--- config.mk ---
export PLATFORM = sky130hd
export DESIGN_NAME = axi_crossbar_m_arb_flat
export DESIGN_NICKNAME = d
export VERILOG_FILES = /design/src/rtl/axi_crossbar_m_arb_if.sv /design/src/rtl/axi_crossbar_m_arb.sv /design/src/flat_wrapper.sv
export SDC_FILE = /design/constraint.sdc
export NUM_CORES = 1
export LEC_CHECK = 0
export ABC_AREA = 1
export BUFFER_PORTS_ARGS = -buffer_cell sky130_fd_sc_hd__buf_2
export CAP_MARGIN = 20
export CORE_ASPECT_RATIO = 1.5
export CORE_UTILIZATION = 30
export DETAILED_ROUTE_END_ITERATION = 10
export GPL_ROUTABILITY_DRIVEN = 0
export GPL_TIMING_DRIVEN = 0
export PLACE_DENSITY = 0.52
export SLEW_MARGIN = 20
export SYNTH_ARGS = -nofsm -noshare
export SYNTH_HDL_FRONTEND = slang
export SYNTH_SLANG_ARGS = --single-unit
--- constraint.sdc ---
create_clock -name clk -period 2.5 [get_ports clk]
set_input_delay 0.25 -clock clk [delete_from_list [all_inputs] [get_ports clk]]
set_output_delay 0.25 -clock clk [all_outputs]
set_load 0.01 [all_outputs]
--- src/rtl/axi_crossbar_m_arb_if.sv ---
// Request/grant and write-select bundle between one crossbar master port's
// address arbiter and its requesting slave interfaces.
interface axi_crossbar_m_arb_if #(
  parameter int unsigned S_COUNT = 4
);
  localparam int unsigned SEL_W = (S_COUNT > 1) ? $clog2(S_COUNT) : 1;

  logic [S_COUNT-1:0]   req;
  logic [S_COUNT*4-1:0] req_qos;
  logic                 ack;
  logic [S_COUNT-1:0]   grant;
  logic                 grant_valid;
  logic [SEL_W-1:0]     grant_encoded;
  logic [SEL_W-1:0]     wsel;
  logic                 wsel_valid;
  logic                 wsel_ready;

  // Arbiter side
  modport master (
    input  req, req_qos, ack, wsel_ready,
    output grant, grant_valid, grant_encoded, wsel, wsel_valid
  );

  // Requester / W-mux side
  modport slave (
    output req, req_qos, ack, wsel_ready,
    input  grant, grant_valid, grant_encoded, wsel, wsel_valid
  );
endinterface

--- src/rtl/axi_crossbar_m_arb.sv ---
// Round-robin address arbiter for one crossbar master port with a write-select FIFO.
// Optional QoS-first winner selection when AXI_CROSSBAR_ARB_QOS_EN is defined.
module axi_crossbar_m_arb #(
  parameter int unsigned S_COUNT      = 4,
  parameter int unsigned W_FIFO_DEPTH = 4,
  parameter bit          W_FIFO_EN    = 1'b1
) (
  input logic                  clk,
  input logic                  rst,
  axi_crossbar_m_arb_if.master arb
);
  localparam int unsigned SEL_W = (S_COUNT > 1) ? $clog2(S_COUNT) : 1;
  localparam int unsigned PTR_W = $clog2(W_FIFO_DEPTH);
  localparam int unsigned CNT_W = $clog2(W_FIFO_DEPTH + 1);

  typedef enum logic {
    ST_IDLE    = 1'b0,
    ST_GRANTED = 1'b1
  } state_e;

  state_e             state_q, state_d;
  logic [S_COUNT-1:0] grant_q, grant_d;
  logic               grant_valid_q, grant_valid_d;
  logic [SEL_W-1:0]   grant_enc_q, grant_enc_d;
  logic [SEL_W-1:0]   last_q, last_d;

  logic [SEL_W-1:0]   fifo_mem_q [W_FIFO_DEPTH];
  logic [PTR_W-1:0]   wr_ptr_q, rd_ptr_q;
  logic [CNT_W-1:0]   count_q;

  logic               push_c, pop_c, full_c, empty_c;
  logic [S_COUNT-1:0] cand_c;
  logic               win_found_c;
  logic [SEL_W-1:0]   win_idx_c;

  // Candidate set: all requesters, or only those at the highest active QoS
`ifdef AXI_CROSSBAR_ARB_QOS_EN
  logic [3:0] max_qos_c;

  always_comb begin
    max_qos_c = 4'd0;
    cand_c    = '0;
    for (int unsigned n = 0; n < S_COUNT; n++) begin
      if (arb.req[n] && (arb.req_qos[n*4 +: 4] > max_qos_c)) begin
        max_qos_c = arb.req_qos[n*4 +: 4];
      end
    end
    for (int unsigned n = 0; n < S_COUNT; n++) begin
      cand_c[n] = arb.req[n] && (arb.req_qos[n*4 +: 4] == max_qos_c);
    end
  end
`else
  logic unused_qos_c;

  assign unused_qos_c = ^arb.req_qos;
  assign cand_c       = arb.req;
`endif

  // First candidate strictly after the last acknowledged winner, wrapping
  always_comb begin
    int unsigned idx;
    idx         = 0;
    win_found_c = 1'b0;
    win_idx_c   = '0;
    for (int unsigned k = 1; k <= S_COUNT; k++) begin
      idx = 32'(last_q) + k;
      if (idx >= S_COUNT) begin
        idx = idx - S_COUNT;
      end
      if (!win_found_c && cand_c[SEL_W'(idx)]) begin
        win_found_c = 1'b1;
        win_idx_c   = SEL_W'(idx);
      end
    end
  end

  assign empty_c = (count_q == '0);
  assign full_c  = W_FIFO_EN && (count_q == CNT_W'(W_FIFO_DEPTH));
  assign pop_c   = W_FIFO_EN && arb.wsel_ready && !empty_c;

  // Grant FSM: next state and registered grant outputs
  always_comb begin
    state_d       = state_q;
    grant_d       = grant_q;
    grant_valid_d = grant_valid_q;
    grant_enc_d   = grant_enc_q;
    last_d        = last_q;
    push_c        = 1'b0;
    unique case (state_q)
      ST_IDLE: begin
        if (win_found_c && !full_c) begin
          state_d       = ST_GRANTED;
          grant_valid_d = 1'b1;
          grant_enc_d   = win_idx_c;
          grant_d       = S_COUNT'(1) << win_idx_c;
        end
      end
      ST_GRANTED: begin
        if (arb.ack) begin
          state_d       = ST_IDLE;
          grant_valid_d = 1'b0;
          grant_d       = '0;
          last_d        = grant_enc_q;
          push_c        = W_FIFO_EN;
        end
      end
      default: begin
        state_d = ST_IDLE;
      end
    endcase
  end

  always_ff @(posedge clk or posedge rst) begin
    if (rst) begin
      state_q       <= ST_IDLE;
      grant_q       <= '0;
      grant_valid_q <= 1'b0;
      grant_enc_q   <= '0;
      last_q        <= SEL_W'(S_COUNT - 1);
    end else begin
      state_q       <= state_d;
      grant_q       <= grant_d;
      grant_valid_q <= grant_valid_d;
      grant_enc_q   <= grant_enc_d;
      last_q        <= last_d;
    end
  end

  // Write-select FIFO; a grant is only issued when not full, so a push always fits
  always_ff @(posedge clk or posedge rst) begin
    if (rst) begin
      wr_ptr_q <= '0;
      rd_ptr_q <= '0;
      count_q  <= '0;
      for (int unsigned i = 0; i < W_FIFO_DEPTH; i++) begin
        fifo_mem_q[i] <= '0;
      end
    end else begin
      if (push_c) begin
        fifo_mem_q[wr_ptr_q] <= grant_enc_q;
        wr_ptr_q             <= wr_ptr_q + PTR_W'(1);
      end
      if (pop_c) begin
        rd_ptr_q <= rd_ptr_q + PTR_W'(1);
      end
      if (push_c && !pop_c) begin
        count_q <= count_q + CNT_W'(1);
      end else if (!push_c && pop_c) begin
        count_q <= count_q - CNT_W'(1);
      end
    end
  end

  assign arb.grant         = grant_q;
  assign arb.grant_valid   = grant_valid_q;
  assign arb.grant_encoded = grant_enc_q;
  assign arb.wsel          = W_FIFO_EN ? fifo_mem_q[rd_ptr_q] : '0;
  assign arb.wsel_valid    = W_FIFO_EN && !empty_c;

endmodule

--- src/flat_wrapper.sv ---
// flat-port wrapper written by rule: the top's interface ports become plain ports
module axi_crossbar_m_arb_flat 
#(
  parameter int unsigned S_COUNT      = 4,
  parameter int unsigned W_FIFO_DEPTH = 4,
  parameter bit          W_FIFO_EN    = 1'b1
)
  (clk, rst, arb_req, arb_req_qos, arb_ack, arb_wsel_ready, arb_grant, arb_grant_valid, arb_grant_encoded, arb_wsel, arb_wsel_valid);
  axi_crossbar_m_arb_if #(.S_COUNT(S_COUNT)) arb_i ();
  input logic clk;
  input logic rst;
  input wire logic [$bits(arb_i.req)-1:0] arb_req;
  input wire logic [$bits(arb_i.req_qos)-1:0] arb_req_qos;
  input wire logic [$bits(arb_i.ack)-1:0] arb_ack;
  input wire logic [$bits(arb_i.wsel_ready)-1:0] arb_wsel_ready;
  output wire logic [$bits(arb_i.grant)-1:0] arb_grant;
  output wire logic [$bits(arb_i.grant_valid)-1:0] arb_grant_valid;
  output wire logic [$bits(arb_i.grant_encoded)-1:0] arb_grant_encoded;
  output wire logic [$bits(arb_i.wsel)-1:0] arb_wsel;
  output wire logic [$bits(arb_i.wsel_valid)-1:0] arb_wsel_valid;
  assign arb_i.req = arb_req;
  assign arb_i.req_qos = arb_req_qos;
  assign arb_i.ack = arb_ack;
  assign arb_i.wsel_ready = arb_wsel_ready;
  assign arb_grant = arb_i.grant;
  assign arb_grant_valid = arb_i.grant_valid;
  assign arb_grant_encoded = arb_i.grant_encoded;
  assign arb_wsel = arb_i.wsel;
  assign arb_wsel_valid = arb_i.wsel_valid;
  axi_crossbar_m_arb #(.S_COUNT(S_COUNT), .W_FIFO_DEPTH(W_FIFO_DEPTH), .W_FIFO_EN(W_FIFO_EN)) u_core (.clk(clk), .rst(rst), .arb(arb_i));
endmodule
* Yosys cells after proc, flatten, opt, wreduce, memory -nomap -nowiden
Index checks and enable logic that the tools add are counted.
** Operators by class
- Shift-type cells :: 1
- Reductions and logical operators :: 20
- $lt $le $gt $ge :: 11
- Muxes and demuxes :: 39
- $add $sub $neg :: 12
- Bitwise operators :: 3
- Eq/ne operators :: 3
** Operators by type and width (number)
- $mux W2 :: 11
- $ge A3 B3 Y1 const B :: 5
- $mux W1 :: 14
- $lt A2 B3 Y1 const B :: 4
- $bmux W1 S2 :: 4
- $bwmux W8 :: 1
- $logic_and A1 B1 Y1 :: 8
- $mux W4 :: 2
- $pmux W4 S2 :: 1
- $sub A2 B1 Y2 const B :: 4
- $logic_not A1 Y1 :: 7
- $add A2 B2 Y3 const B :: 2
- $mux W3 :: 2
- $not A2 Y3 :: 2
- $reduce_and A2 Y1 :: 3
- $add A2 B1 Y2 const B :: 2
- $add A2 B3 Y4 const B :: 1
- $bmux W2 S2 :: 1
- $demux W2 S2 :: 1
- $ge A4 B3 Y1 const B :: 1
- $pmux W1 S2 :: 2
- $shl A1 B2 Y4 const A :: 1
- $add A2 B1 Y3 const B :: 1
- $add A3 B1 Y3 const B :: 1
- 8 further kinds :: 8
** Storage, ports and cells
- Flip-flop bits (word level) :: 25
- Output and inout bits :: 10

* Longest topological paths before layout
Gate-level depths: netlist of the first run.
- Depth after elaboration :: 18
- Depth in mapped cells :: 14
- Gate-level depth less buffers :: 12

* Least setup slack after synthesis of the first run
OpenSTA, ideal clock, no wires.
- Kind :: register to register
- From :: reg u_core.state_q
- To :: reg u_core.count_q[1]
- Setup slack :: 707 ps
- Required time :: 2375 ps
- Cell stages (with the launch flop) :: 8
- Setup time :: 125 ps
- Arrival :: 1668 ps
- Period minus slack after synthesis :: 1793 ps
- Path through :: dfrtp_1 -> nand2_1 -> clkinv_1 -> ha_1 -> inv_1 -> fa_1 -> nor2_1 -> a21oi_1
** On the way
- Longest elaborated chain between the ends :: 4
- Elaborated cells on any way between the ends :: 6
- Classes of those cells :: mux (2); reduce/logical (4)
** Ends and longest elaborated chain
- start, declared :: RTL line axi_crossbar_m_arb.sv:21 : state_e state_q, state_d;
- start signal, assigned :: RTL line axi_crossbar_m_arb.sv:121 : state_q <= state_d;
- $mux W1 (*) :: RTL line axi_crossbar_m_arb.sv:89 : unique case (state_q)
- named net u_core.push_c :: RTL line axi_crossbar_m_arb.sv:31 : logic push_c, pop_c, full_c, empty_c;
- $logic_not A1 Y1 :: RTL line axi_crossbar_m_arb.sv:148 : end else if (!push_c && pop_c) begin
- $logic_and A1 B1 Y1 :: RTL line axi_crossbar_m_arb.sv:148
- $reduce_bool A2 Y1 (no source line)
- end signal, assigned :: RTL line axi_crossbar_m_arb.sv:147 : count_q <= count_q + CNT_W'(1);
- end signal, assigned :: RTL line axi_crossbar_m_arb.sv:149 : count_q <= count_q - CNT_W'(1);
- end, declared :: RTL line axi_crossbar_m_arb.sv:29 : logic [CNT_W-1:0] count_q;
Mark *: on every way through the listed nets, which the timed path passes. The rest lies on a longest branch.
A chain may end at the register's enable or synchronous reset.

* Final worst setup path of the first run
Ends and elaborated chain as after synthesis.

==> metrics.md, run 1 <==
| Metric | Value |
|---|---|
| Run status | finished clean |
| Slew @ Worst Pin | 0.320 ns |
| Tcrit/Tclk final | 79.5% |
| Row cnt | 31 |
| 1st-iter DRT viols | 37 |
| Worst R2R Start | u_core.state_q$_DFF_PP0_ |
| Fmax | 503 MHz |
| Clk_skew | 0.00166 ns |
| Type of origin of the critical path | flip-flop |
| Critical Path RT | 2.66 ns |
| Post-layout util | 36.3% |
| # DRC | 0 |
| Die Ht | 89.7 µm |
| Area Growth Syn to Fin | 15.5% |
| Num CTS Buffers | 3 |
| Syn_area_per_cell | 8.50 µm² |
| Crit Path Max Fanout | 8 |
| Clock Tree Buf Depth | 2 |
| Cell count after synthesis | 181 |
| Hold_ws | 0.186 ns |
| Syn nets | 211 |
| Hold endpoint | u_core.state_q$_DFF_PP0_ |
| Hold Crit Class | in -> reg |
| Total Routing Usage GR | 12.7% |
| Port-buffer cells | 17 |
| First-pass GRT wire length | 5090 µm |
| PD cells | 1320 mW/mm² |
| Cell area after synthesis | 0.00154 mm² |
| Initial antenna violation count | 0 |
| Final critical-path setup slack | 0.513 ns |
| Pins Over Slew Limit | 0 |
| R2r endpoint | u_core.count_q[1]$_DFFE_PP0P_ |
| WHS Path Cells | 2 |
| Die ar. | 0.00542 mm² |
| Pre-antenna DRT Iters | 4 |
| Fraction of layout cells with a size suffix above 1 | 25.0% |
| Antenna fix cells | 0 |
| Resize count post-CTS | 0 |
| R2r setup slk | 0.51 ns |
| Grt ovf | 0 |
| WL/cell | 10.9 µm |
| Clock Sinks | 25 |
| Yosys top cell by area | dfrtp_1 |
| NumNets Final | 235 |
| Routed wire length | 2940 µm |
| TritonCTS clock tree | yes |
| Most frequent cells in the layout | 51 x nand2_1, 23 x dfrtp_1, 18 x o21ai_0 |
| Critical path class | reg -> reg |
| Pre-CTS setup slack | 0.492 ns |
| Initial core utilization | 31.5% |
| Total negative slack | 0 ns |
| Max IR drop VDD | 474 µV |
| Top post-synthesis cells by area | dfrtp_1 37%, nand2_1 12%, nand2_4 8.1%, o21ai_0 5.9%, inv_1 4.1% |
| Reg2reg path depth | 7 |
| I/O pin count | 34 |
| Top-area cell type share of the netlist area | 37.4% |
| Final critical-path required period | 1.99 ns |
| H-tree depth | 1 |
| HPWL after detailed placement | 2280 µm |
| Sequential area share after synthesis | 40.8% |
| RSZ-0062 raised after global routing | no |
| Most common cell after layout, fill and taps aside | nand2_1 |
| Core ar. | 0.00489 mm² |
| Setup violations, final | 0 |
| Via density | 4.46 |
| Yosys warning count | 0 |
| WP data arrival | 2.14 ns |
| Worst setup EP type | flip-flop |
| Slew margin rel. | 78.5% |
| Post-DRT Antenna Nets | 0 |
| Hold Crit Start | arb_ack |
| Max Cap Viol | 0 |
| Lkg Pwr | 0.000918 µW |
| Clock Pin Slew Worst Setup and Hold Paths | 0.09 ns |
| Total number of vias | 1,204 |
| Seq cells post-synth | 25 |
| Die W | 60.5 µm |
| Cell variety after synth | 27 |
| Largest net degree at the start of global routing | 26 |
| Root buffer cell | clkbuf_8 |
| Vias in the first global route | 1,158 |
| Worst skew pair latency | 0.27 ns |
| Fin. Hold Viols | 0 |
[layout make-up]
type | count | area [µm²]
Fill cell | 547 | 3110
Multi-Input combinational cell | 133 | 795
Sequential cell | 25 | 628
Timing Repair Buffer | 19 | 110
Inverter | 21 | 83.8
Tap cell | 66 | 82.6
Clock buffer | 4 | 45.0
Buffer | 2 | 31.3
[flip-flops by register name, indices dropped and copies added (netlist names)]
| signal | cells |
|---|---|
| u_core.wr_ptr_q | 2 |
| u_core.count_q | 3 |
| u_core.arb.grant | 4 |
| u_core.arb.grant_valid | 1 |
| u_core.rd_ptr_q | 2 |
| u_core.state_q | 1 |
| u_core.fifo_mem_q | 8 |
| u_core.arb.grant_encoded | 2 |
| u_core.last_q | 2 |
[stage by stage]
stage	instances	power (µW)	cell area (µm²)
2_1_floorplan	181	1820	1540
4_1_cts	268	2380	1750
3_3_place_gp	264	2130	1710
5_1_grt	270	2610	1780
6_report	270	2350	1780
3_5_place_dp	264	2130	1710
[critical path, cell delays in order, from the launching register on]
cell	delay [ns]
dfrtp_1	0.40
nand2_1	0.20
clkinv_1	0.33
ha_1	0.30
inv_1	0.09
fa_1	0.41
nor2_1	0.09
a21oi_1	0.04
[per-layer routing]
metal / routed length [µm] / GRT usage (%) / up-vias
met2: 1550 / 24.1 / 12
met5: 0 / 0 / -
met1: 1280 / 13.5 / 565
li1: - / - / 623
met4: 57 / 6.20 / 0
met3: 56 / 1.29 / 4
[timing repair]
item	CTS	global route
endpoints found under the hold margin	0	5
hold buffers	0	1
endpoints found under the setup margin	0	0
buffers inserted	0	0
[kinds of logic after synthesis]
group / Yosys count / synth area share, %
simple gates: 97 / 35.2
flops: 25 / 40.8
xor+xnor: 4 / 2.28
fa+ha+maj: 6 / 5.37
buf+inv: 23 / 7.49
compound gates: 26 / 8.79
[worst max path at each step]
stage	startpoint	end	slack, ns	depth (start not counted)
after floorplan	u_core.state_q$_DFF_PP0_	u_core.count_q[1]$_DFFE_PP0P_	0.71	7
after global placement	u_core.state_q$_DFF_PP0_	u_core.count_q[1]$_DFFE_PP0P_	0.50	7
after detailed placement	u_core.state_q$_DFF_PP0_	u_core.count_q[1]$_DFFE_PP0P_	0.49	7
after CTS	u_core.state_q$_DFF_PP0_	u_core.count_q[1]$_DFFE_PP0P_	0.49	7
after global routing	u_core.state_q$_DFF_PP0_	u_core.count_q[1]$_DFFE_PP0P_	0.35	7
final	u_core.state_q$_DFF_PP0_	u_core.count_q[1]$_DFFE_PP0P_	0.51	7
[power breakdown]
group,internal (µW),leakage (µW),total (µW),switching (µW)
Sequential,600,0.000305,735,134
Combinational,520,0.000590,1370,851
Clock,114,0.0000228,240,126
Total,1230,0.000918,2350,1110
[synth_stat cells (all sizes together)]
cell type	count
fa	1
nor2	14
clkinv	1
inv	20
dfrtp	23
nand2	68
ha	5
o22ai	2
buf	2
xnor2	1
a21oi	3
nand4	3
o21ai	19
nand3	10
xor2	3
a31oi	2
dfstp	2
nand3b	2
Power figures use the tool's default switching activity.
==> run 2, diff against run 1 <==
- PLACE_DENSITY: 0.52 -> 0.54
- clock period: 2.5 -> 1.74 ns (I/O delays scaled with it)
==> run 2 against run 1 <==
  * Highest routed layer unchanged
  * Hold slack lost 0.061 ns
  * Critical endpoint is now u_core.arb.grant[0]$_DFFE_PP0P_
  * The flow now finishes with violations (setup timing)
  * Sequential cell count is the same
  * Cell count grew 3.7%
  * Count of clock-buffer cells in the layout shrank 1
==> metrics.md, run 2 (synthesized netlist as in run 1, its figures left out) <==
| Metric | Value |
|---|---|
| Combinational cell fraction of total power | 63.2% |
| Number of flip-flops in the largest register | 8 |
| Buf/Inv on CP | 4 |
| Pins Over Slew Limit | 0 |
| Most common cell after layout, fill and taps aside | nand2_1 |
| Max stage delay on crit path | 0.53 ns |
| Final critical-path required period | 1.77 ns |
| Hold endpoint | u_core.state_q$_DFF_PP0_ |
| Most frequent cells in the layout | 41 x nand2_1, 23 x dfrtp_1, 17 x buf_2 |
| Num CTS Buffers | 3 |
| WP data arrival | 1.98 ns |
| Largest net degree at the start of global routing | 26 |
| Fin. Hold Viols | 0 |
| Hold_ws | 0.125 ns |
| Slew margin rel. | 69.9% |
| Largest register by flop count | u_core.fifo_mem_q |
| Area Growth Syn to Fin | 27.3% |
| Post-route cell area | 0.00196 mm² |
| Final critical-path setup slack | -0.0306 ns |
| Worst skew pair latency | 0.27 ns |
| 1st-iter DRT viols | 45 |
| Root buffer cell | clkbuf_8 |
| H-tree depth | 1 |
| Failing checks | setup timing |
| Top delay family on crit path | simple AND/OR/NAND/NOR gates |
| Post-DRT Antenna Nets | 0 |
| DP Area | 0.00171 mm² |
| Max Cap Viol | 0 |
| Non-Filler Instances | 280 |
| Worst-path cell chain | buf_6 > inv_4 > buf_12 > nand2_4 > nand2_4 > nand2_4 > nand2_4 > nor2_8 > nand3b_4 > nand2_8 > inv_6 > nor2_8 > nand2_1 > nand2_1 |
| Reg2reg path depth | 14 |
| WL/cell | 10.5 µm |
| Clock Tree Buf Depth | 2 |
| Worst setup EP type | flip-flop |
| Critical Path RT | 1.95 ns |
| RSZ-0062 raised after global routing | yes |
| Total number of vias | 1,224 |
| Register area | 628 µm² |
| Fmax | 565 MHz |
| Grt ovf | 0 |
| PD cells | 1940 mW/mm² |
| Critical path class | reg -> reg |
| Hold Crit Start | arb_ack |
| Row cnt | 31 |
| Clock Power Share | 9.0% |
| Die Ht | 89.7 µm |
| Port-buffer cells | 17 |
| Worst R2R Start | u_core.last_q[0]$_DFFE_PP1P_ |
| Run status | finished, violations left |
| Pre-antenna DRT Iters | 4 |
| First-pass GRT wire length | 5070 µm |
| I/O pin count | 34 |
| HPWL after detailed placement | 2220 µm |
| Lkg Pwr | 0.000997 µW |
| TritonCTS clock tree | yes |
| Fraction of layout cells with a size suffix above 1 | 38.3% |
| R2r endpoint | u_core.arb.grant[0]$_DFFE_PP0P_ |
| Placed Cells incl. Taps | 264 |
| Tcrit/Tclk final | 102% |
| Max IR drop VDD | 971 µV |
| Die W | 60.5 µm |
| Clock Sinks | 25 |
| Fillers | 520 |
| Routed wire length | 2950 µm |
| Die ar. | 0.00542 mm² |
| Clock Pin Slew Worst Setup and Hold Paths | 0.09 ns |
| Switching pwr | 1780 µW |
| Hold Crit Class | in -> reg |
| Power Internal | 2010 µW |
| WHS Path Cells | 2 |
| Crit path top cell by count | nand2_4 |
| R2r setup slk | -0.03 ns |
| Pre-CTS setup slack | -0.144 ns |
| NumNets Final | 245 |
| Initial antenna violation count | 0 |
| # DRC | 0 |
| Crit Path Max Fanout | 7 |
| Via density | 4.37 |
| Vias in the first global route | 1,199 |
| Setup violations, final | 4 |
| Sw Share | 47.0% |
| Type of origin of the critical path | flip-flop |
| Clk_skew | 0.00190 ns |
| Total Routing Usage GR | 12.5% |
| Sequential Power Share | 27.8% |
| Slowest library cell on the worst path | dfstp_2 |
| Core ar. | 0.00489 mm² |
| Antenna fix cells | 0 |
| Slew @ Worst Pin | 0.449 ns |
| Initial core utilization | 31.5% |
| Area of the multi-input gates | 877 µm² |
-- run 2: how the worst max path moves through the flow --
stage                                        startpoint                               to  slack [ns]  depth (start not counted)
after global routing       u_core.last_q[0]$_DFFE_PP1P_  u_core.arb.grant[3]$_DFFE_PP0P_       -0.15                         14
final                      u_core.last_q[0]$_DFFE_PP1P_  u_core.arb.grant[0]$_DFFE_PP0P_       -0.03                         14
after global placement         u_core.state_q$_DFF_PP0_    u_core.count_q[2]$_DFFE_PP0P_       -0.14                          8
after floorplan           u_core.count_q[0]$_DFFE_PP0P_    u_core.count_q[2]$_DFFE_PP0P_       0.003                          9
after CTS                  u_core.last_q[0]$_DFFE_PP1P_  u_core.arb.grant[0]$_DFFE_PP0P_       -0.05                         14
after detailed placement       u_core.state_q$_DFF_PP0_    u_core.count_q[2]$_DFFE_PP0P_       -0.14                          8
-- run 2: cell type report --
cell class / instances / area share, %
Clock inverter: 1 / 0.256
Timing Repair Buffer: 29 / 10.3
Sequential cell: 25 / 32.1
Inverter: 21 / 4.66
Multi-Input combinational cell: 133 / 44.8
Buffer: 2 / 1.60
Tap cell: 66 / 4.22
Clock buffer: 3 / 2.11
-- run 2: power by group through the flow --
stage | logic (µW) | registers (µW) | clock network (µW)
after detailed placement | 2020 | 1060 | 0
after floorplan | 1580 | 1050 | 0
after CTS | 2240 | 1040 | 356
after global routing | 2700 | 1090 | 374
after global placement | 1990 | 1070 | 0
final | 2400 | 1050 | 343
-- run 2: metal layers --
metal / up-vias / global-route usage (%) / wire length [µm] / share of wire [%]
met5: - / 0 / 0 / 0
met4: 0 / 5.58 / 76 / 2.6
met3: 7 / 1.58 / 73 / 2.5
met2: 15 / 22.6 / 1530 / 52
met1: 560 / 14.3 / 1270 / 43
li1: 642 / - / - / -
-- run 2: worst register-to-register path: stages (launching register included) --
cell and delay (ns):
dfstp_2 0.53, buf_6 0.12, inv_4 0.04, buf_12 0.13, nand2_4 0.06, nand2_4 0.06, nand2_4 0.06, nand2_4 0.07
nor2_8 0.15, nand3b_4 0.12, nand2_8 0.10, inv_6 0.05, nor2_8 0.10, nand2_1 0.06, nand2_1 0.06
-- run 2: repair_timing --
action / in CTS / in global routing
resized for setup: 8 / 21
hold endpoints to repair: 0 / 5
setup buffers: 9 / 1
setup endpoints to repair: 8 / 10
hold buffers: 0 / 1
gates cloned: 0 / 0
pin swaps: 2 / 5
-- run 2: per-stage QoR --
stage,setup TNS (ns),utilization (%),power (µW)
floorplan,0,-,2630
global placement,-0.468,35.0,3060
detailed placement,-0.578,35.0,3080
CTS,-0.191,37.9,3640
global route,-0.743,40.1,4160
finish,-0.0703,40.1,3790
